### config.mk
export PLATFORM = sky130hd
export DESIGN_NAME = cascade_param_streamer
export DESIGN_NICKNAME = d
export VERILOG_FILES = /design/src/rtl/cascade_param_streamer.sv
export SDC_FILE = /design/constraint.sdc
export NUM_CORES = 1
export LEC_CHECK = 0
export BUFFER_PORTS_ARGS = -buffer_cell sky130_fd_sc_hd__buf_4
export CORE_UTILIZATION = 61
export CTS_CLUSTER_DIAMETER = 150
export CTS_CLUSTER_SIZE = 25
export DETAILED_ROUTE_END_ITERATION = 10
export HOLD_SLACK_MARGIN = 0.15
export PLACE_DENSITY_LB_ADDON = 0.05
export SYNTH_ARGS = -nofsm -noshare
export SYNTH_HDL_FRONTEND = slang
export SYNTH_SLANG_ARGS = --single-unit
export TNS_END_PERCENT = 10
### constraint.sdc
create_clock -name clk -period 8.9 [get_ports clk]
set_clock_uncertainty 0.15 [all_clocks]
set_input_delay 2.225 -clock clk [delete_from_list [all_inputs] [get_ports clk]]
set_output_delay 2.225 -clock clk [all_outputs]
set_load 0.05 [all_outputs]
### src/rtl/cascade_param_streamer.sv
// Walks a Haar cascade image in memory and streams its fields as tagged words
// in evaluator order, through a 2-entry output FIFO with valid/ready handshake.
module cascade_param_streamer #(
  parameter int DATA_W  = 32,
  parameter int ADDR_W  = 16,
  parameter int STAGE_W = 8,
  parameter int CLASS_W = 12
) (
  input  logic              clk,
  input  logic              rst,
  input  logic              start,
  input  logic [ADDR_W-1:0] base_addr,
  input  logic              abort,
  output logic              busy,
  output logic              done,
  output logic              mem_rd,
  output logic [ADDR_W-1:0] mem_addr,
  input  logic [DATA_W-1:0] mem_rdata,
  output logic              out_valid,
  input  logic              out_ready,
  output logic [DATA_W-1:0] out_data,
  output logic [4:0]        out_tag,
  output logic              out_last,
  output logic              out_eoc
);

  localparam logic [4:0] T_NSTAGES = 5'd2;
  localparam logic [4:0] T_STG_THR = 5'd3;
  localparam logic [4:0] T_NCLASS  = 5'd4;
  localparam logic [4:0] T_F1A     = 5'd5;
  localparam logic [4:0] CLS_LAST  = 5'd17;

  typedef enum logic [2:0] {S_IDLE, S_HDR, S_STG, S_CLS, S_DRAIN} state_t;

  state_t              state;
  logic [4:0]          idx;
  logic                cnt_wait;
  logic [ADDR_W-1:0]   addr;
  logic [STAGE_W-1:0]  stage_rem;
  logic [CLASS_W-1:0]  class_rem;

  logic                infl_vld;
  logic [4:0]          infl_tag;
  logic                infl_last;
  logic                infl_eoc;

  logic [DATA_W-1:0]   fifo_data [2];
  logic [4:0]          fifo_tag  [2];
  logic                fifo_last [2];
  logic                fifo_eoc  [2];
  logic                wr_ptr;
  logic                rd_ptr;
  logic [1:0]          fifo_cnt;

  logic                pop;
  logic                wr;
  logic                issue;
  logic [2:0]          occ;
  logic [1:0]          cnt_nxt;
  logic [4:0]          iss_tag;
  logic                iss_last;
  logic                iss_eoc;
  logic                w_last;
  logic                w_eoc;
  logic [STAGE_W-1:0]  rd_nstages;
  logic [CLASS_W-1:0]  rd_nclass;
  logic                final_stage;
  logic                last_cls;

  assign rd_nstages  = mem_rdata[STAGE_W-1:0];
  assign rd_nclass   = mem_rdata[CLASS_W-1:0];
  assign final_stage = (stage_rem == STAGE_W'(1));
  assign last_cls    = (class_rem == CLASS_W'(1));

  assign out_valid = (fifo_cnt != 2'd0);
  assign out_data  = fifo_data[rd_ptr];
  assign out_tag   = fifo_tag[rd_ptr];
  assign out_last  = fifo_last[rd_ptr];
  assign out_eoc   = fifo_eoc[rd_ptr];
  assign mem_rd    = issue;
  assign mem_addr  = addr;

  // Issue decision: a read may go out only if its word is guaranteed a FIFO slot,
  // counting the word already in flight and crediting this cycle's transfer.
  always_comb begin
    pop      = out_valid && out_ready && !abort;
    wr       = infl_vld && !abort;
    occ      = {1'b0, fifo_cnt} + {2'b00, infl_vld} - {2'b00, pop};
    cnt_nxt  = fifo_cnt + {1'b0, wr} - {1'b0, pop};
    issue    = 1'b0;
    if ((state == S_HDR || state == S_STG || state == S_CLS) &&
        !cnt_wait && !abort && (occ < 3'd2))
      issue = 1'b1;

    iss_tag  = 5'd0;
    iss_last = 1'b0;
    iss_eoc  = 1'b0;
    case (state)
      S_HDR: iss_tag = idx;
      S_STG: begin
        iss_tag = T_STG_THR + idx;
        // For the NCLASS word this flag records "final stage"; resolved on return.
        if (idx == 5'd1) iss_eoc = final_stage;
      end
      S_CLS: begin
        iss_tag = T_F1A + idx;
        if (idx == CLS_LAST) begin
          iss_last = last_cls;
          iss_eoc  = last_cls && final_stage;
        end
      end
      default: ;
    endcase

    w_last = infl_last;
    w_eoc  = infl_eoc;
    if (infl_tag == T_NSTAGES) begin
      w_last = 1'b0;
      w_eoc  = (rd_nstages == '0);
    end else if (infl_tag == T_NCLASS) begin
      w_last = (rd_nclass == '0);
      w_eoc  = (rd_nclass == '0) && infl_eoc;
    end
  end

  always_ff @(posedge clk or posedge rst) begin
    if (rst) begin
      state     <= S_IDLE;
      idx       <= '0;
      cnt_wait  <= 1'b0;
      addr      <= '0;
      stage_rem <= '0;
      class_rem <= '0;
      infl_vld  <= 1'b0;
      infl_tag  <= '0;
      infl_last <= 1'b0;
      infl_eoc  <= 1'b0;
      for (int i = 0; i < 2; i++) begin
        fifo_data[i] <= '0;
        fifo_tag[i]  <= '0;
        fifo_last[i] <= 1'b0;
        fifo_eoc[i]  <= 1'b0;
      end
      wr_ptr    <= 1'b0;
      rd_ptr    <= 1'b0;
      fifo_cnt  <= '0;
      busy      <= 1'b0;
      done      <= 1'b0;
    end else if (abort && busy) begin
      state    <= S_IDLE;
      idx      <= '0;
      cnt_wait <= 1'b0;
      infl_vld <= 1'b0;
      wr_ptr   <= 1'b0;
      rd_ptr   <= 1'b0;
      fifo_cnt <= '0;
      busy     <= 1'b0;
      done     <= 1'b1;
    end else begin
      done     <= 1'b0;
      infl_vld <= issue;
      if (issue) begin
        infl_tag  <= iss_tag;
        infl_last <= iss_last;
        infl_eoc  <= iss_eoc;
        addr      <= addr + ADDR_W'(1);
      end
      if (wr) begin
        fifo_data[wr_ptr] <= mem_rdata;
        fifo_tag[wr_ptr]  <= infl_tag;
        fifo_last[wr_ptr] <= w_last;
        fifo_eoc[wr_ptr]  <= w_eoc;
        wr_ptr            <= ~wr_ptr;
      end
      if (pop) rd_ptr <= ~rd_ptr;
      fifo_cnt <= cnt_nxt;

      case (state)
        S_IDLE: begin
          if (start && !done) begin
            state <= S_HDR;
            busy  <= 1'b1;
            addr  <= base_addr;
            idx   <= '0;
          end
        end
        S_HDR: begin
          if (issue) begin
            idx <= idx + 5'd1;
            if (idx == 5'd2) cnt_wait <= 1'b1;
          end else if (cnt_wait && infl_vld) begin
            cnt_wait  <= 1'b0;
            idx       <= '0;
            stage_rem <= rd_nstages;
            state     <= (rd_nstages == '0) ? S_DRAIN : S_STG;
          end
        end
        S_STG: begin
          if (issue) begin
            idx <= idx + 5'd1;
            if (idx == 5'd1) cnt_wait <= 1'b1;
          end else if (cnt_wait && infl_vld) begin
            cnt_wait  <= 1'b0;
            idx       <= '0;
            class_rem <= rd_nclass;
            if (rd_nclass != '0) state <= S_CLS;
            else if (final_stage) state <= S_DRAIN;
            else stage_rem <= stage_rem - STAGE_W'(1);
          end
        end
        S_CLS: begin
          if (issue) begin
            if (idx == CLS_LAST) begin
              idx <= '0;
              if (!last_cls) class_rem <= class_rem - CLASS_W'(1);
              else if (final_stage) state <= S_DRAIN;
              else begin
                stage_rem <= stage_rem - STAGE_W'(1);
                state     <= S_STG;
              end
            end else begin
              idx <= idx + 5'd1;
            end
          end
        end
        S_DRAIN: begin
          if (cnt_nxt == 2'd0) begin
            state <= S_IDLE;
            busy  <= 1'b0;
            done  <= 1'b1;
          end
        end
        default: state <= S_IDLE;
      endcase
    end
  end

endmodule

==> results of run 1 <==
[metal layers]
metal / GRT usage, % / routed length [um] / up-vias
met5: 0 / 0 / -
li1: - / - / 2687
met4: 9.956 / 271 / 0
met3: 5.030 / 732 / 27
met2: 47.29 / 8275 / 141
met1: 37.48 / 7448 / 2856
[synthesized netlist by cell type, drive strengths merged, types with 9 or more instances]
cell | number | area (um^2)
nand3 | 25 | 130.1
mux2 | 113 | 1272
clkbuf | 31 | 121.4
nor2b | 9 | 56.30
nand2 | 59 | 221.5
o22ai | 12 | 75.07
inv | 16 | 60.06
nor4 | 12 | 90.09
o21ai | 51 | 259.0
dfrtp | 137 | 3428
buf | 13 | 63.81
ha | 11 | 137.6
nor2 | 36 | 142.6
a21oi | 58 | 290.3
[cell usage in the layout (no fill, tap or decap), types with 4 or more instances in the layout]
master	count
dfrtp_1	137
nor4_1	11
buf_4	115
and2_1	4
nand2b_1	6
o211ai_1	5
or2_2	5
a22o_1	4
o22ai_1	12
clkbuf_16	17
a31oi_1	5
nand3_1	23
nor2_1	35
clkbuf_1	5
nand4_1	7
nor2b_1	9
o31ai_1	4
ha_1	11
inv_1	15
a22oi_1	5
a21oi_1	58
a2bb2oi_1	4
nand2_1	59
o21a_1	4
nor3_1	8
mux2_2	113
o21ai_0	50
[worst max-delay path, cell delays in order]
cell and delay, ns:
buf_4 0.14, nor2b_1 0.19, and3b_1 0.23, o21ai_0 0.13, fa_1 0.54, nor4b_4 0.31, nand3_1 0.48, inv_1 0.22
buf_4 0.22
[cell families after synthesis]
family	count (synthesis)	synth area share [%]
compound gates	173	14.52
simple gates	189	13.72
flops	137	47.42
buf+inv	60	3.392
mux	114	17.74
xor+xnor	5	0.6059
fa+ha+maj	14	2.596
[stage by stage]
stage          power (mW)  utilization, %  hold slack [ns]  worst slack (ns)
5_1_grt             3.962           75.61           0.3544             1.661
2_1_floorplan       2.566               -           0.2944             2.277
3_3_place_gp        3.000           70.58           0.3057             1.944
6_report            3.775           75.61           0.3260             1.840
3_5_place_dp        3.074           70.58           0.3145             1.858
4_1_cts             3.777           75.61           0.3283             1.851
[path summary, 6_finish.rpt]
check                           endpoint  cells past startpoint
max                               mem_rd                      9
min                         fifo_last[0]                      2
max reg2reg                       idx[4]                      9
min reg2reg                 fifo_last[0]                      2
max in group asynchronous  fifo_data[47]                      3
min in group asynchronous  fifo_data[49]                      2
[power groups by stage]
| stage | sequential, mW | clock, mW | combinational, mW |
|---|---|---|---|
| 2_1_floorplan | 1.19 | 0 | 1.37 |
| 3_3_place_gp | 1.11 | 0 | 1.89 |
| 3_5_place_dp | 1.14 | 0 | 1.94 |
| 4_1_cts | 1.13 | 0.694 | 1.95 |
| 5_1_grt | 1.17 | 0.721 | 2.07 |
| 6_report | 1.14 | 0.689 | 1.95 |
[sequential cells by signal, summed over array words and instances (netlist names), 2 cells and up]
signal     count
idx            5
state          3
fifo_last      2
fifo_cnt       2
fifo_tag      10
stage_rem      8
class_rem     12
fifo_eoc       2
mem_addr      16
infl_tag       5
fifo_data     64
[final cells by class]
cell class	instances	area share, %
multi-input combinational	495	41.07
sequential	137	39.54
timing repair buffer	115	9.957
clock buffer	25	5.599
tap	143	2.063
clock inverter	7	1.053
inverter	16	0.7215
==> qor.csv, run 1 <==
stage;metric;value;unit
layout;NumNets Final;848;
critical_path;critical path arrival;4.69;ns
layout;final non-filler cell total;938;
critical_path;CP Capture Type;output pin;
sta;Fin. Hold Viols;0;
sta;period utilisation layout;79.33;%
drt;drt first pass iters;4;
layout;Area growth syn-to-layout;19.94;%
drt;DR WL/cell;17.83;um
clocking;clock buffer depth;2;
sta;TNS Setup;0;ns
place;cell count after placement;906;
synth;Synth cell types;65;
synth;Post-synth EDFFs;0;
global_route;vias in the first global route;5654;
drt;DR vias/cell;6.088;
critical_path;Critical Path Source;abort;
sta;Setup-failing EPs final;0;
power;Sequential Power Share;30.1;%
sta;Tmin final;7.060;ns
clocking;H-tree Lvls;4;
place;placed instance area;0.008094;mm^2
power;switching share of total power;45.22;%
sta;Slew @ Worst Pin;1.064;ns
sta;max-slew violation count;0;
power;IR drop worst, VDD;0.0003071;V
critical_path;Data required, critical path;6.53;ns
clocking;Clk Tree Root Cell;clkbuf_16;
clocking;clock latency on the worst-skew pair;0.42;ns
clocking;total CTS buffers;17;
drt;wirelength, routed;16730;um
global_route;largest net degree at the start of global routing;79;
clocking;CTS tree;yes;
clocking;Clock Sink Count;137;
critical_path;Critical Path Fanout Max;17;
min_path;Hold Crit Class;flop to flop;
clocking;Resized Gates After CTS;0;
drt;Routed Antenna Nets;0;
layout;Finished Cell Area;0.008671;mm^2
power;Psw;1.707;mW
place;DP HPWL;11270;um
die;Core Area;0.01147;mm^2
die;IO Count;112;
run;max_cap viols;0;
die;Initial Util;63.04;%
clocking;Reg clk slew, reported paths;0.06;ns
sta;RSZ-0062 raised after global routing;no;
sta;Max transition margin;28.99;%
critical_path;R2R Setup Slk;5.17;ns
drt;Vias;5711;
min_path;hold_sp;fifo_last[0];
place;placer congestion estimate;0.8724;
global_route;global-route wire length before repair;27700;um
die;Rows;39;
die;Die X;110.9;um
power;Clock power frac;18.2;%
synth;Net Count, Synth;758;
critical_path;Crit Path Category;input pin to output pin;
critical_path;startpoint types;input pin;
power;combinational share of power;51.7;%
layout;share of post-route cells with drive strength above 1;34.47;%
layout;register area;0.003428;mm^2
clocking;postcts setup bufs;0;
sta;FMAX;141.6;MHz
synth;Async S/R FF share, synth;100.0;%
synth;YS warnings;0;
global_route;Total GRT Usage;28.38;%
die;Die Y-Extent;110.9;um
synth;synthesized area per cell;10.45;um^2
power;Leakage;3.909;nW
synth;synthesized cell area;0.007229;mm^2
synth;Post-Synthesis Cells;692;
global_route;initial antenna violation count;0;
synth;sequential fraction of the synthesis area;47.42;%
critical_path;Reg-to-Reg Start;fifo_cnt[1];
drt;Initial DRC Count;421;
power;internal power component;2.068;mW
layout;Multi-input gate area;0.003561;mm^2
outcome;status;completed;
synth;Synth Flop Type;dfrtp_1;
layout;Antenna Cells;0;
place;Port Buf Inserts;111;
drt;# DRC;0;
global_route;Congestion Overflow GR;0;
power;pwr/cell area;435.4;mW/mm^2
die;Die Area;0.01229;mm^2
clocking;Post-CTS Hold Buffers;0;
synth;synthesized flop and latch total;137;
layout;Fill cells;795;
Power figures use the tool's default switching activity.
==> run 2, diff against run 1 <==
--- a/config.mk
+++ b/config.mk
@@ -5,8 +5,9 @@
 export SDC_FILE = /design/constraint.sdc
 export NUM_CORES = 1
 export LEC_CHECK = 0
+export ABC_AREA = 1
 export BUFFER_PORTS_ARGS = -buffer_cell sky130_fd_sc_hd__buf_4
-export CORE_UTILIZATION = 61
+export CORE_UTILIZATION = 58
 export CTS_CLUSTER_DIAMETER = 150
 export CTS_CLUSTER_SIZE = 25
 export DETAILED_ROUTE_END_ITERATION = 10
==> constraint.sdc (replaced) <==
create_clock -name clk -period 6.8 [get_ports clk]
set_clock_uncertainty 0.15 [all_clocks]
set_input_delay 1.7 -clock clk [delete_from_list [all_inputs] [get_ports clk]]
set_output_delay 1.7 -clock clk [all_outputs]
set_load 0.05 [all_outputs]
==> run 2 against run 1 <==
  * First-iteration DRC count rose by 83%
  * Worst hold slack got worse by 0.0055 ns
  * Die area increased by 11%
  * Sequential share of layout area decreased by 2.4 points
  * Largest power group unchanged
  * Critical endpoint unchanged
  * Synthesized area rose by 6.1%
  * Flip-flop and latch count stayed put
  * Combinational power grew 38%
  * Cell count is 42% higher
  * Routed wire length is 8.5% higher
  * Worst setup slack worse by 0.40 ns
  * Count of clock-buffer cells in the layout fell by 3
==> qor.csv, run 2 <==
stage;metric;value;unit
outcome;status;completed;
place;Port Buf Inserts;111;
die;Die X;117.0;um
global_route;vias in the first global route;6288;
synth;synthesized flop and latch total;137;
synth;sequential fraction of the synthesis area;44.70;%
layout;Antenna Cells;0;
die;Core Area;0.01277;mm^2
synth;synthesized cell area;0.007670;mm^2
clocking;clock buffer depth;2;
critical_path;CP Capture Type;output pin;
critical_path;startpoint types;input pin;
global_route;largest net degree at the start of global routing;97;
critical_path;Worst path most repeated cell;nor2_1;
critical_path;Slowest cell on crit path;fa_1;
die;Rows;41;
clocking;H-tree Lvls;4;
global_route;Congestion Overflow GR;0;
run;max_cap viols;0;
synth;Synth Flop Type;dfrtp_1;
sta;final worst slack;1.436;ns
layout;largest reg by FF count;fifo_data;
synth;Commonest cells post-synth;nand2_1 (340), o21ai_0 (147), dfrtp_1 (137), inv_1 (118), nor2_1 (68);
layout;most frequent cells in the layout;nand2_1 (340), o21ai_0 (147), dfrtp_1 (136), inv_1 (117), buf_4 (115);
global_route;initial antenna violation count;0;
drt;DR vias/cell;5.338;
synth;top post-synthesis cells by area;dfrtp_1 (45%), nand2_1 (17%), o21ai_0 (9.6%), inv_1 (5.8%), nand3_1 (4.1%);
place;placed instance area;0.008582;mm^2
place;DP Worst Slack;1.442;ns
clocking;Reg clk slew, reported paths;0.06;ns
sta;RSZ-0062 raised after global routing;no;
die;Die Area;0.01369;mm^2
synth;Yosys top cell by area;dfrtp_1;
drt;Routed Antenna Nets;0;
synth;top-area cell type share of the netlist area;44.70;%
power;IR drop worst, VDD;0.0003258;V
drt;DR WL/cell;13.64;um
critical_path;Crit Path Category;input pin to output pin;
power;pwr/cell area;557.9;mW/mm^2
critical_path;critical path arrival;3.51;ns
clocking;Post-CTS Hold Buffers;0;
sta;Max transition margin;42.42;%
synth;Async S/R FF share, synth;100.0;%
clocking;postcts setup bufs;0;
clocking;Resized Gates After CTS;0;
synth;Post-Synthesis Cells;1051;
sta;FMAX;186.4;MHz
clocking;total CTS buffers;17;
die;Die Y-Extent;117.0;um
die;IO Count;112;
clocking;clock latency on the worst-skew pair;0.42;ns
sta;period utilisation layout;78.89;%
synth;Synth cell types;43;
global_route;global-route wire length before repair;29860;um
layout;max reg flops;64;
sta;Slew @ Worst Pin;0.8637;ns
clocking;Clk Tree Root Cell;clkbuf_16;
layout;Finished Cell Area;0.009230;mm^2
clocking;Clock Sink Count;137;
synth;Post-synth EDFFs;0;
layout;NumNets Final;1212;
critical_path;crit-path cells;buf_4, inv_1, nand2_1, nor2_1, inv_1, nor2_1, o21ai_0, fa_1, nand4_1, nor2_1, buf_4;
critical_path;Critical Path Fanout Max;4;
min_path;Hold Crit Class;flop to flop;
sta;TNS Setup;0;ns
layout;commonest non-fill, non-tap cell in the layout;nand2_1;
synth;YS warnings;0;
drt;drt first pass iters;5;
critical_path;Data required, critical path;4.95;ns
sta;Setup-failing EPs final;0;
drt;# DRC;0;
place;placer congestion estimate;0.8762;
synth;Net Count, Synth;1117;
drt;Initial DRC Count;771;
layout;Fill cells;1058;
clocking;CTS tree;yes;
sta;Fin. Hold Viols;0;
layout;share of post-route cells with drive strength above 1;16.05;%
drt;Vias;7105;
place;DP HPWL;11950;um
layout;fin util;72.26;%
critical_path;slowest stage delay, CP;0.52;ns
global_route;Total GRT Usage;28.28;%
synth;synthesized area per cell;7.298;um^2
power;Leakage;4.603;nW
sta;Tmin final;5.364;ns
drt;wirelength, routed;18150;um
die;Initial Util;60.05;%
synth;most frequent cell after synthesis;nand2_1;
layout;Area growth syn-to-layout;20.34;%
sta;max-slew violation count;0;
-- run 2: metal layers --
metal  vias up  wire length [um]  track usage (%)
li1       3562                 -                -
met1      3335              8681            40.91
met2       185              8239            43.51
met3        23               972            4.995
met4         0               258            8.861
met5         -                 0                0
-- run 2: cell type report --
class,instances,area (um^2),area share [%]
clock inverters,10,163.9,1.776
repair buffers,115,863.3,9.353
clock buffers,22,484.2,5.246
inverters,127,481.7,5.219
well taps,172,215.2,2.332
multi-input cells,748,3592,38.92
flip-flops and latches,137,3430,37.16
-- run 2: logic make-up (layout without fill, tap and decap cells) --
family | count (synthesis) | count (layout) | share of synthesized area [%]
simple gates | 523 | 523 | 29.17
compound gates | 204 | 204 | 14.37
flops | 137 | 137 | 44.70
fa+ha+maj | 13 | 13 | 2.316
xor+xnor | 8 | 8 | 0.9136
buf+inv | 166 | 274 | 8.532
-- run 2: worst paths after layout --
path	endpoint	from	slack [ns]	cells past startpoint
min reg2reg	fifo_data[18]	fifo_data[18]	0.32	2
max reg2reg	mem_addr[10]	fifo_cnt[1]	3.63	15
min in group asynchronous	fifo_data[39]	rst	1.30	2
max in group asynchronous	fifo_data[32]	rst	4.11	3
max	mem_rd	abort	1.44	11
min	fifo_data[18]	fifo_data[18]	0.32	2
-- run 2: worst max-delay path, delay by kind of cell --
kind | cells | cell delay, ns
fa+ha+maj | 1 | 0.52
compound gates | 1 | 0.12
buf+inv | 4 | 0.51
simple gates | 5 | 0.65
-- run 2: stage by stage --
step / instances / total power [mW] / hold slack [ns]
2_1_floorplan: 1051 / 3.436 / 0.2917
5_1_grt: 1331 / 5.531 / 0.3453
3_3_place_gp: 1299 / 4.085 / 0.3036
3_5_place_dp: 1299 / 4.126 / 0.3084
6_report: 1331 / 5.150 / 0.3204
4_1_cts: 1331 / 5.160 / 0.3235
-- run 2: power breakdown --
group / leakage [nW] / internal (mW) / total, mW / switching [mW]
Clock: 0.305 / 0.653 / 1.01 / 0.360
Combinational: 2.59 / 0.790 / 2.69 / 1.90
Sequential: 1.71 / 1.19 / 1.45 / 0.263
Total: 4.60 / 2.63 / 5.15 / 2.52
